--- src/rtl/btn_led_pkg.sv ---
// Shared mode encodings and default timing constants for the button/LED controller.
package btn_led_pkg;

   localparam logic [1:0] MODE_TOGGLE = 2'b00;
   localparam logic [1:0] MODE_MOM    = 2'b01;
   localparam logic [1:0] MODE_BLINK  = 2'b10;
   localparam logic [1:0] MODE_OFF    = 2'b11;

   localparam int DEF_DB_CYCLES = 1_000_000;
   localparam int DEF_BLINK_DIV = 25_000_000;
   localparam int DEF_LONG_CYC  = 200_000_000;

   // Modes in which a press flips the latched channel state.
   function automatic logic mode_toggles(input logic [1:0] m);
      return (m == MODE_TOGGLE) || (m == MODE_BLINK);
   endfunction

endpackage

--- src/rtl/btn_debounce.sv ---
// One-channel 2-FF synchroniser plus counter debouncer with a registered rising-edge pulse.
module btn_debounce
#(
   parameter int DB_CYCLES = 4
)(
   input  logic clk_i,
   input  logic rst_i,
   input  logic raw_i,
   output logic stable_o,
   output logic rise_pulse_o
);

   localparam int DB_W = $clog2(DB_CYCLES);

   logic            sync1_q, sync2_q;
   logic            stable_q, stable_d;
   logic            rise_q, rise_d;
   logic [DB_W-1:0] cnt_q, cnt_d;

   // The counter only advances on consecutive mismatching cycles; any agreement restarts it.
   always_comb begin
      cnt_d    = '0;
      stable_d = stable_q;
      rise_d   = 1'b0;
      if (sync2_q != stable_q) begin
         if (cnt_q == DB_W'(DB_CYCLES - 1)) begin
            stable_d = ~stable_q;
            rise_d   = ~stable_q;
         end else begin
            cnt_d = cnt_q + 1'b1;
         end
      end
   end

   always_ff @(posedge clk_i) begin
      if (rst_i) begin
         sync1_q  <= 1'b0;
         sync2_q  <= 1'b0;
         stable_q <= 1'b0;
         rise_q   <= 1'b0;
         cnt_q    <= '0;
      end else begin
         sync1_q  <= raw_i;
         sync2_q  <= sync1_q;
         stable_q <= stable_d;
         rise_q   <= rise_d;
         cnt_q    <= cnt_d;
      end
   end

   assign stable_o     = stable_q;
   assign rise_pulse_o = rise_q;

endmodule

--- src/rtl/btn_led_ctrl.sv ---
// N-channel button-to-LED controller: debounce, press pulses, per-channel LED mode, press count.
// Optional long-press detection is compiled in with BTN_LONG_PRESS_EN.
module btn_led_ctrl
   import btn_led_pkg::*;
#(
   parameter int N_CH      = 4,
   parameter int DB_CYCLES = DEF_DB_CYCLES,
   parameter int BLINK_DIV = DEF_BLINK_DIV,
   parameter int LONG_CYC  = DEF_LONG_CYC,
   parameter int CNT_W     = 8
)(
   input  logic                clk_i,
   input  logic                rst_i,
   input  logic [N_CH-1:0]     btn_i,
   input  logic [2*N_CH-1:0]   mode_i,
   output logic [N_CH-1:0]     led_o,
   output logic [N_CH-1:0]     press_o,
   output logic [N_CH-1:0]     long_press_o,
   output logic [CNT_W-1:0]    press_total_o
);

   localparam int BLK_W = $clog2(BLINK_DIV);

   if (N_CH < 1 || N_CH > 16) begin : g_bad_nch
      $error("btn_led_ctrl: N_CH out of range");
   end
   if (DB_CYCLES < 2 || BLINK_DIV < 2 || LONG_CYC < 1) begin : g_bad_cyc
      $error("btn_led_ctrl: cycle parameter too small");
   end

   logic [N_CH-1:0]  stable, rise;
   logic [N_CH-1:0]  press_q;
   logic [N_CH-1:0]  state_q, state_d;
   logic [N_CH-1:0]  led_q, led_d;
   logic [BLK_W-1:0] blk_cnt_q, blk_cnt_d;
   logic             blk_phase_q, blk_phase_d;
   logic [CNT_W-1:0] total_q, total_d, inc;
   logic [1:0]       ch_mode;

   for (genvar g = 0; g < N_CH; g++) begin : g_ch
      btn_debounce #(
         .DB_CYCLES (DB_CYCLES)
      ) u_db (
         .clk_i        (clk_i),
         .rst_i        (rst_i),
         .raw_i        (btn_i[g]),
         .stable_o     (stable[g]),
         .rise_pulse_o (rise[g])
      );
   end

`ifdef BTN_LONG_PRESS_EN
   localparam int HOLD_W = $clog2(LONG_CYC + 1);
   logic [N_CH-1:0][HOLD_W-1:0] hold_q, hold_d;
   logic [N_CH-1:0]             long_q, long_d;
`endif

   always_comb begin
      blk_cnt_d   = blk_cnt_q + 1'b1;
      blk_phase_d = blk_phase_q;
      if (blk_cnt_q == BLK_W'(BLINK_DIV - 1)) begin
         blk_cnt_d   = '0;
         blk_phase_d = ~blk_phase_q;
      end

      inc = '0;
      for (int i = 0; i < N_CH; i++) begin
         inc = inc + CNT_W'(press_q[i]);
      end
      total_d = total_q + inc;

      ch_mode = MODE_TOGGLE;
      state_d = state_q;
      led_d   = '0;
`ifdef BTN_LONG_PRESS_EN
      hold_d  = '0;
      long_d  = '0;
`endif
      for (int i = 0; i < N_CH; i++) begin
         ch_mode = mode_i[2*i +: 2];
         if (press_q[i] && mode_toggles(ch_mode)) begin
            state_d[i] = ~state_q[i];
         end
`ifdef BTN_LONG_PRESS_EN
         // Saturating hold counter: the pulse fires once on the step into LONG_CYC.
         if (stable[i]) begin
            hold_d[i] = hold_q[i];
            if (hold_q[i] != HOLD_W'(LONG_CYC)) begin
               hold_d[i] = hold_q[i] + 1'b1;
               if (hold_q[i] == HOLD_W'(LONG_CYC - 1)) begin
                  long_d[i]  = 1'b1;
                  state_d[i] = 1'b0;
               end
            end
         end
`endif
         case (ch_mode)
            MODE_TOGGLE: led_d[i] = state_d[i];
            MODE_MOM:    led_d[i] = stable[i];
            MODE_BLINK:  led_d[i] = state_d[i] & blk_phase_d;
            default:     led_d[i] = 1'b0;
         endcase
      end
   end

   always_ff @(posedge clk_i) begin
      if (rst_i) begin
         press_q     <= '0;
         state_q     <= '0;
         led_q       <= '0;
         blk_cnt_q   <= '0;
         blk_phase_q <= 1'b0;
         total_q     <= '0;
      end else begin
         press_q     <= rise;
         state_q     <= state_d;
         led_q       <= led_d;
         blk_cnt_q   <= blk_cnt_d;
         blk_phase_q <= blk_phase_d;
         total_q     <= total_d;
      end
   end

`ifdef BTN_LONG_PRESS_EN
   always_ff @(posedge clk_i) begin
      if (rst_i) begin
         hold_q <= '0;
         long_q <= '0;
      end else begin
         hold_q <= hold_d;
         long_q <= long_d;
      end
   end
   assign long_press_o = long_q;
`else
   assign long_press_o = '0;
`endif

   assign led_o         = led_q;
   assign press_o       = press_q;
   assign press_total_o = total_q;

endmodule

--- config.mk ---
export PLATFORM = sky130hd
export DESIGN_NAME = btn_led_ctrl
export DESIGN_NICKNAME = d
export VERILOG_FILES = /design/src/rtl/btn_led_pkg.sv /design/src/rtl/btn_debounce.sv /design/src/rtl/btn_led_ctrl.sv
export SDC_FILE = /design/constraint.sdc
export NUM_CORES = 1
export LEC_CHECK = 0
export ABC_AREA = 1
export BUFFER_PORTS_ARGS = -buffer_cell sky130_fd_sc_hd__buf_4
export CORE_MARGIN = 2
export CORE_UTILIZATION = 54
export CTS_CLUSTER_DIAMETER = 80
export DETAILED_ROUTE_END_ITERATION = 10
export GPL_TIMING_DRIVEN = 0
export PLACE_DENSITY_LB_ADDON = 0.1
export SYNTH_ARGS = -nofsm -noshare
export SYNTH_HDL_FRONTEND = slang
export SYNTH_SLANG_ARGS = --single-unit
--- constraint.sdc ---
create_clock -name clk_i -period 2.01 [get_ports clk_i]
set_clock_uncertainty 0.05 [all_clocks]
set_input_delay 0.402 -clock clk_i [delete_from_list [all_inputs] [get_ports clk_i]]
set_output_delay 0.402 -clock clk_i [all_outputs]
set_load 0.005 [all_outputs]
==> flow_metrics.py, run 1 <==
metrics = {
    "sta": {
        "finalMaxSlewViolations": 0,
        "post-route-period-util_pct": 110,
        "fmax_mhz": 453,
        "tightest_slew_ns": 0.523,
        "setup_ws_ns": -0.196,
        "fin_tns_setup_ns": -0.420,
        "relSlewSlack_pct": 64.9,
        "fin_crit_ns": 2.21,
        "finalHoldViolations": 0,
        "setup_viol_count_final": 3,
        "grt_setup_unrepaired": "yes",
    },
    "setup_path": {
        "crit_required_ns": 2.25,
        "reg2regPathDepth": 10,
        "cp-start-kind": "register",
        "crit_path_cell_trace": "fa_1, inv_1, fa_2, inv_2, fa_2, nand2_2, inv_2, nand4_1, xor2_1, nor2_1",
        "crit_type": "reg -> reg",
        "cp_slowest_stage_delay_ns": 0.54,
        "crit_path_end_kind": "register",
        "regToRegStartpoint": "press_o[3]",
        "crit_slowest_cell": "fa_1",
        "rrSetupSlack_ns": -0.20,
        "path_max_fanout": 3,
        "rr_endpoint": "press_total_o[6]",
        "cp.arrival_ns": 2.45,
    },
    "power_and_ir_drop": {
        "netSwitchingPower_uw": 1290,
        "sw_frac_of_total_pct": 21.4,
        "p_per_area_nw_per_um2": 758,
        "ir_drop_v": 0.000633,
        "p_comb_share_pct": 1.9,
        "power_frac_seq_pct": 47.0,
        "p_leak_uw": 0.00262,
        "power.internal_uw": 4750,
        "clock_power_share_pct": 51.1,
    },
    "final_layout": {
        "layout_commonest_cell": "nand2_1",
        "final_core_util_pct": 63.7,
        "instances_no_fill": 1238,
        "nets": 1076,
        "layout_common_cells": "nand2_1, nor2_1, dfxtp_1, inv_1, a21oi_1",
        "drive_above_1_share_pct": 10.9,
        "final_area_um2": 7970,
        "antenna_cells": 0,
        "areaGrowthSynthToFinish_pct": 16.2,
    },
    "global_routing": {
        "grt_antenna_before_repair": 0,
        "grt_pass1_wl_um": 25500,
        "grt_max_degree": 17,
        "first_global_vias": 5811,
        "gr-usage-all-layers_pct": 23.5,
        "grt_overflow_total": 0,
    },
    "yosys": {
        "syn-cell-area_um2": 6860,
        "synth_seq_cells": 142,
        "syn_avg_cell_area_um2": 6.89,
        "synth_cells": 996,
        "synth_warnings": 0,
        "ys_seq_area_share_pct": 41.4,
        "synth_cell_types": 35,
    },
    "cts": {
        "ctsHoldBuffers": 0,
        "cts_root_buf": "clkbuf_16",
        "cts_tree": "yes",
        "h-tree-depth": 4,
        "cts_buffer_depth": 2,
        "cts-buffers-inserted": 17,
        "clk_pin_slew_ns": 0.06,
        "clk_latency_ns": 0.42,
        "numClockSinks": 142,
    },
    "route": {
        "drtAntennaViolNets": 0,
        "post_drt_wl_per_cell_um": 12.0,
        "drc_errors": 0,
        "vias": 6234,
        "drt-total-wl_um": 14900,
        "drtPass1Iterations": 5,
        "routed_via_density": 5.04,
        "drt_iter0_drc": 385,
    },
    "die": {
        "die_h_um": 117,
        "ioPinCount": 34,
        "start_util_pct": 54.8,
        "core_um2": 12500,
        "num_rows": 41,
        "dieArea_um2": 13600,
        "die_x_um": 117,
    },
    "place": {
        "gp_congestion": 0.902,
        "placed_cells": 1200,
        "hpwl_um": 10900,
        "io_buffers": 29,
        "preCtsSetupSlack_ns": -0.192,
        "placed_area_um2": 7310,
    },
    "run_status": {
        "violations": "setup timing",
        "outcome": "complete, but fails checks",
    },
    "run": {
        "cap_violations": 0,
    },
    "min_path": {
        "min_from": "mode_i[7]",
        "whs_path_depth": 2,
        "min_to": "led_o[3]",
        "min_path_type": "in -> reg",
    },
}
==> final cells by class <==
type	count	area [µm²]
plain buffers	17	124
multi-input cells	716	3460
flip-flops and latches	142	2850
inverters	124	465
well taps	172	215
clock inverters	11	135
clock buffers	21	450
fillers	1179	4550
repair buffers	35	267
==> synth_stat cells <==
master	count	area share [%]
nand3_1	59	4.3
nand2_1	228	12
ha_1	6	1.1
nand4_1	36	3.3
nor3_2	7	1.0
inv_2	1	0.055
nand2_2	2	0.18
inv_1	123	6.7
nor2_1	178	9.7
and2_1	2	0.18
conb_1	1	0.055
or2_0	6	0.55
o21bai_1	1	0.11
clkbuf_1	1	0.055
buf_1	3	0.16
a31oi_1	1	0.091
buf_6	3	0.49
a21oi_1	78	5.7
o22ai_1	2	0.18
nor3b_1	2	0.22
xnor2_1	14	1.8
nor2_2	4	0.36
nand3b_1	8	0.88
nand3_2	6	0.88
nor3_1	30	2.2
o21ai_0	17	1.2
o31ai_1	1	0.11
xor2_1	13	1.7
fa_1	3	0.88
dfxtp_1	142	41
or2_2	4	0.36
buf_4	10	1.1
nor2_4	1	0.16
or3_1	1	0.091
nor4_1	2	0.18
==> per-layer routing <==
| metal | routed length, µm | global-route usage, % | share of wire [%] |
|---|---|---|---|
| met2 | 7160 | 39.5 | 48 |
| met1 | 6960 | 29.1 | 47 |
| met5 | 0 | 0 | 0 |
| met4 | 172 | 7.92 | 1.2 |
| met3 | 598 | 6.49 | 4.0 |
==> state kept, by name, summed over array words and instances, names as in the netlist <==
| signal | count |
|---|---|
| g_ch.u_db.sync2_q | 4 |
| blk_cnt_q | 25 |
| led_o | 4 |
| g_ch.u_db.cnt_q | 80 |
| g_ch.u_db.sync1_q | 4 |
| state_q | 4 |
| blk_phase_q | 1 |
| press_o | 4 |
| press_total_o | 8 |
| g_ch.u_db.rise_pulse_o | 4 |
| g_ch.u_db.stable_o | 4 |
==> how the worst max path moves through the flow <==
stage,startpoint,end,slack (ns),cells after the start
2_1_floorplan,press_o[0],press_total_o[6],-0.04,10
3_3_place_gp,press_o[0],press_total_o[6],-0.19,10
3_5_place_dp,press_o[0],press_total_o[6],-0.19,10
4_1_cts,press_o[3],press_total_o[6],-0.15,10
5_1_grt,press_o[3],press_total_o[6],-0.34,10
6_report,press_o[3],press_total_o[6],-0.20,10
==> logic make-up (layout without fill, tap and decap cells) <==
logic type / Yosys count / after routing / synth area share (%)
AND/OR/NAND/NOR: 576 / 576 / 37.1
flip-flops: 142 / 142 / 41.4
AO/OA/AOI/OAI: 100 / 100 / 7.42
buffers and inverters: 141 / 208 / 8.59
other: 1 / 4 / 0.0547
adder cells (fa/ha/maj): 9 / 9 / 1.97
XOR/XNOR: 27 / 27 / 3.45
==> power groups by stage <==
stage / logic (µW) / registers, µW / clock network (µW)
final: 116 / 2840 / 3090
after global placement: 114 / 2900 / 0
after floorplan: 68.6 / 2900 / 0
after global routing: 131 / 2840 / 3280
after CTS: 116 / 2840 / 3140
after detailed placement: 116 / 2900 / 0
==> critical path, delay by kind of cell (launching register included) <==
kind | cells | cell delay (ns)
xor+xnor | 1 | 0.19
fa+ha+maj | 3 | 1.08
buf+inv | 3 | 0.21
flops | 1 | 0.33
simple gates | 3 | 0.22
==> timing repair <==
| action | in CTS | in global routing |
|---|---|---|
| resized for setup | 7 | 6 |
| endpoints found under the setup margin | 4 | 7 |
| hold endpoints to repair | 0 | 0 |
| pin swaps | 5 | 1 |
| setup buffers | 5 | 1 |
==> through the flow <==
step                power [µW]  hold WS, ns
floorplan                 2970        0.331
global route              6260       0.0997
detailed placement        3020        0.345
CTS                       6100        0.104
global placement          3020        0.340
finish                    6040        0.116
No activity file was read; power rests on OpenSTA's default activity.
==> run 2: changes to the inputs <==
CORE_ASPECT_RATIO = 0.5   (was unset)
==> run 2 against run 1 <==
Effect of this change:
- the flow still finishes with violations (setup timing)
- total power up 10%
- sequential share of layout area down 0.49 points
- worst hold slack better by 0.015 ns
- wire length up 2.7%
- fmax up 1.8%
- die area up 0.40%
- clock-buffer cell count down 1
- global-route usage down 0.13 points
- register-to-register slack better by 0.04 ns
==> flow_metrics.py, run 2 (same netlist as run 1, synthesis figures left out) <==
metrics = {
    "run_status": {
        "outcome": "complete, but fails checks",
        "violations": "setup timing",
    },
    "global_routing": {
        "first_global_vias": 5808,
        "grt.busiest_layer": "met2",
        "grt_antenna_before_repair": 0,
        "grt_util_met1_pct": 31.4,
        "grtUsageMet3_pct": 5.12,
        "gr-usage-all-layers_pct": 23.4,
        "grt_max_degree": 17,
        "grtUsageMet2_pct": 37.9,
        "grt_overflow_total": 0,
        "grt_pass1_wl_um": 26000,
    },
    "setup_path": {
        "crit_path_cell_trace": "fa_1, inv_1, fa_2, inv_2, buf_4, buf_6, nand3_2, nand2_2, nand2_2, nor2_2, nand2_1, nand2_1, nor2_1",
        "cp_slowest_stage_delay_ns": 0.53,
        "cp-start-kind": "register",
        "crit_required_ns": 2.27,
        "critPathBufInv": 4,
        "path_max_fanout": 3,
        "crit_type": "reg -> reg",
        "cp.arrival_ns": 2.42,
        "crit_path_end_kind": "register",
        "cp_top_family": "adder cells",
        "crit_slowest_cell": "fa_1",
    },
    "place": {
        "gp_congestion": 0.900,
        "hpwl_um": 10900,
        "preCtsSetupSlack_ns": -0.163,
        "io_buffers": 29,
        "placed_area_um2": 7310,
    },
    "sta": {
        "setup_ws_ns": -0.157,
        "fmax_mhz": 461,
        "finalMaxSlewViolations": 0,
        "tightest_slew_ns": 0.575,
        "worst_hold_slack_ns": 0.131,
        "fin_crit_ns": 2.17,
        "setup_viol_count_final": 6,
        "grt_setup_unrepaired": "yes",
        "finalHoldViolations": 0,
        "fin_tns_setup_ns": -0.544,
        "relSlewSlack_pct": 61.7,
        "post-route-period-util_pct": 108,
    },
    "route": {
        "drt-total-wl_um": 15300,
        "drc_errors": 0,
        "vias": 6324,
        "drt_iter0_drc": 380,
        "post_drt_wl_per_cell_um": 12.4,
        "routed_via_density": 5.12,
        "drtPass1Iterations": 7,
        "drtAntennaViolNets": 0,
    },
    "final_layout": {
        "antenna_cells": 0,
        "layout_commonest_cell": "nand2_1",
        "fillCellCount": 1087,
        "drive_above_1_share_pct": 10.9,
        "regMostFlops": "g_ch.u_db.cnt_q",
        "nets": 1076,
        "seq_area_um2": 2850,
        "largest_reg_flops": 80,
        "multi_input_area_um2": 3460,
        "areaGrowthSynthToFinish_pct": 17.7,
        "final_area_um2": 8070,
        "layout_common_cells": "nand2_1, nor2_1, dfxtp_1, inv_1, a21oi_1",
    },
    "cts": {
        "cts_buffer_depth": 2,
        "cts_tree": "yes",
        "numClockSinks": 142,
        "cts-buffers-inserted": 17,
        "cts_root_buf": "clkbuf_16",
        "h-tree-depth": 4,
        "clk_latency_ns": 0.42,
        "clk_pin_slew_ns": 0.06,
    },
    "die": {
        "die_h_um": 83.7,
        "die_x_um": 163,
        "dieArea_um2": 13700,
        "ioPinCount": 34,
        "num_rows": 29,
        "core_um2": 12500,
        "start_util_pct": 54.8,
    },
    "run": {
        "cap_violations": 0,
    },
    "power_and_ir_drop": {
        "ir_drop_v": 0.000550,
        "p_per_area_nw_per_um2": 825,
        "p_leak_uw": 0.00268,
    },
    "min_path": {
        "min_path_type": "in -> reg",
    },
}
==> run 2: worst reg2reg max path, stage by stage (launching register included) <==
cell	delay (ns)
dfxtp_2	0.33
fa_1	0.53
inv_1	0.05
fa_2	0.34
inv_2	0.08
buf_4	0.11
buf_6	0.08
nand3_2	0.05
nand2_2	0.12
nand2_2	0.06
nor2_2	0.12
nand2_1	0.06
nand2_1	0.05
nor2_1	0.04
==> run 2: final timing paths <==
| check | startpoint | end | slack (ns) | cells after the start |
|---|---|---|---|---|
| setup / recovery | press_o[0] | press_total_o[5] | -0.16 | 13 |
| hold / removal | mode_i[7] | led_o[3] | 0.13 | 2 |
| setup reg to reg | press_o[0] | press_total_o[5] | -0.16 | 13 |
| hold reg to reg | g_ch[0].u_db.rise_pulse_o | press_o[0] | 0.35 | 2 |
==> run 2: area by class of cell <==
cell class,instances,share of cell area (%)
clock inverters,11,2.93
well taps,170,2.64
repair buffers,35,3.35
clock buffers,20,5.66
flip-flops and latches,142,35.3
inverters,124,5.77
multi-input cells,716,42.9
plain buffers,17,1.53
==> run 2: metal layers <==
| metal | wire, µm | vias up | share of wire, % |
|---|---|---|---|
| met2 | 7080 | 136 | 46 |
| li1 | - | 3290 | - |
| met5 | 0 | - | 0 |
| met1 | 7310 | 2882 | 48 |
| met3 | 762 | 16 | 5.0 |
| met4 | 143 | 0 | 0.94 |
==> run 2: power breakdown <==
part           switching (µW)  total [µW]  internal (µW)
clock                    1190        3700           2510
combinational            68.6         116           47.2
sequential               11.9        2840           2830
total                    1270        6660           5390
==> run 2: repair_timing <==
action	in CTS	in global routing
pin swaps	2	3
hold buffers	0	0
gates resized for setup	4	8
buffers inserted	3	3
setup endpoints to repair	4	7
==> run 2: through the flow <==
stage / util, % / power [µW] / cells
finish: 64.5 / 6660 / 1235
CTS: 64.1 / 6710 / 1232
global placement: 58.4 / 3020 / 1198
global route: 64.5 / 6860 / 1235
floorplan: - / 2970 / 999
detailed placement: 58.4 / 3020 / 1198
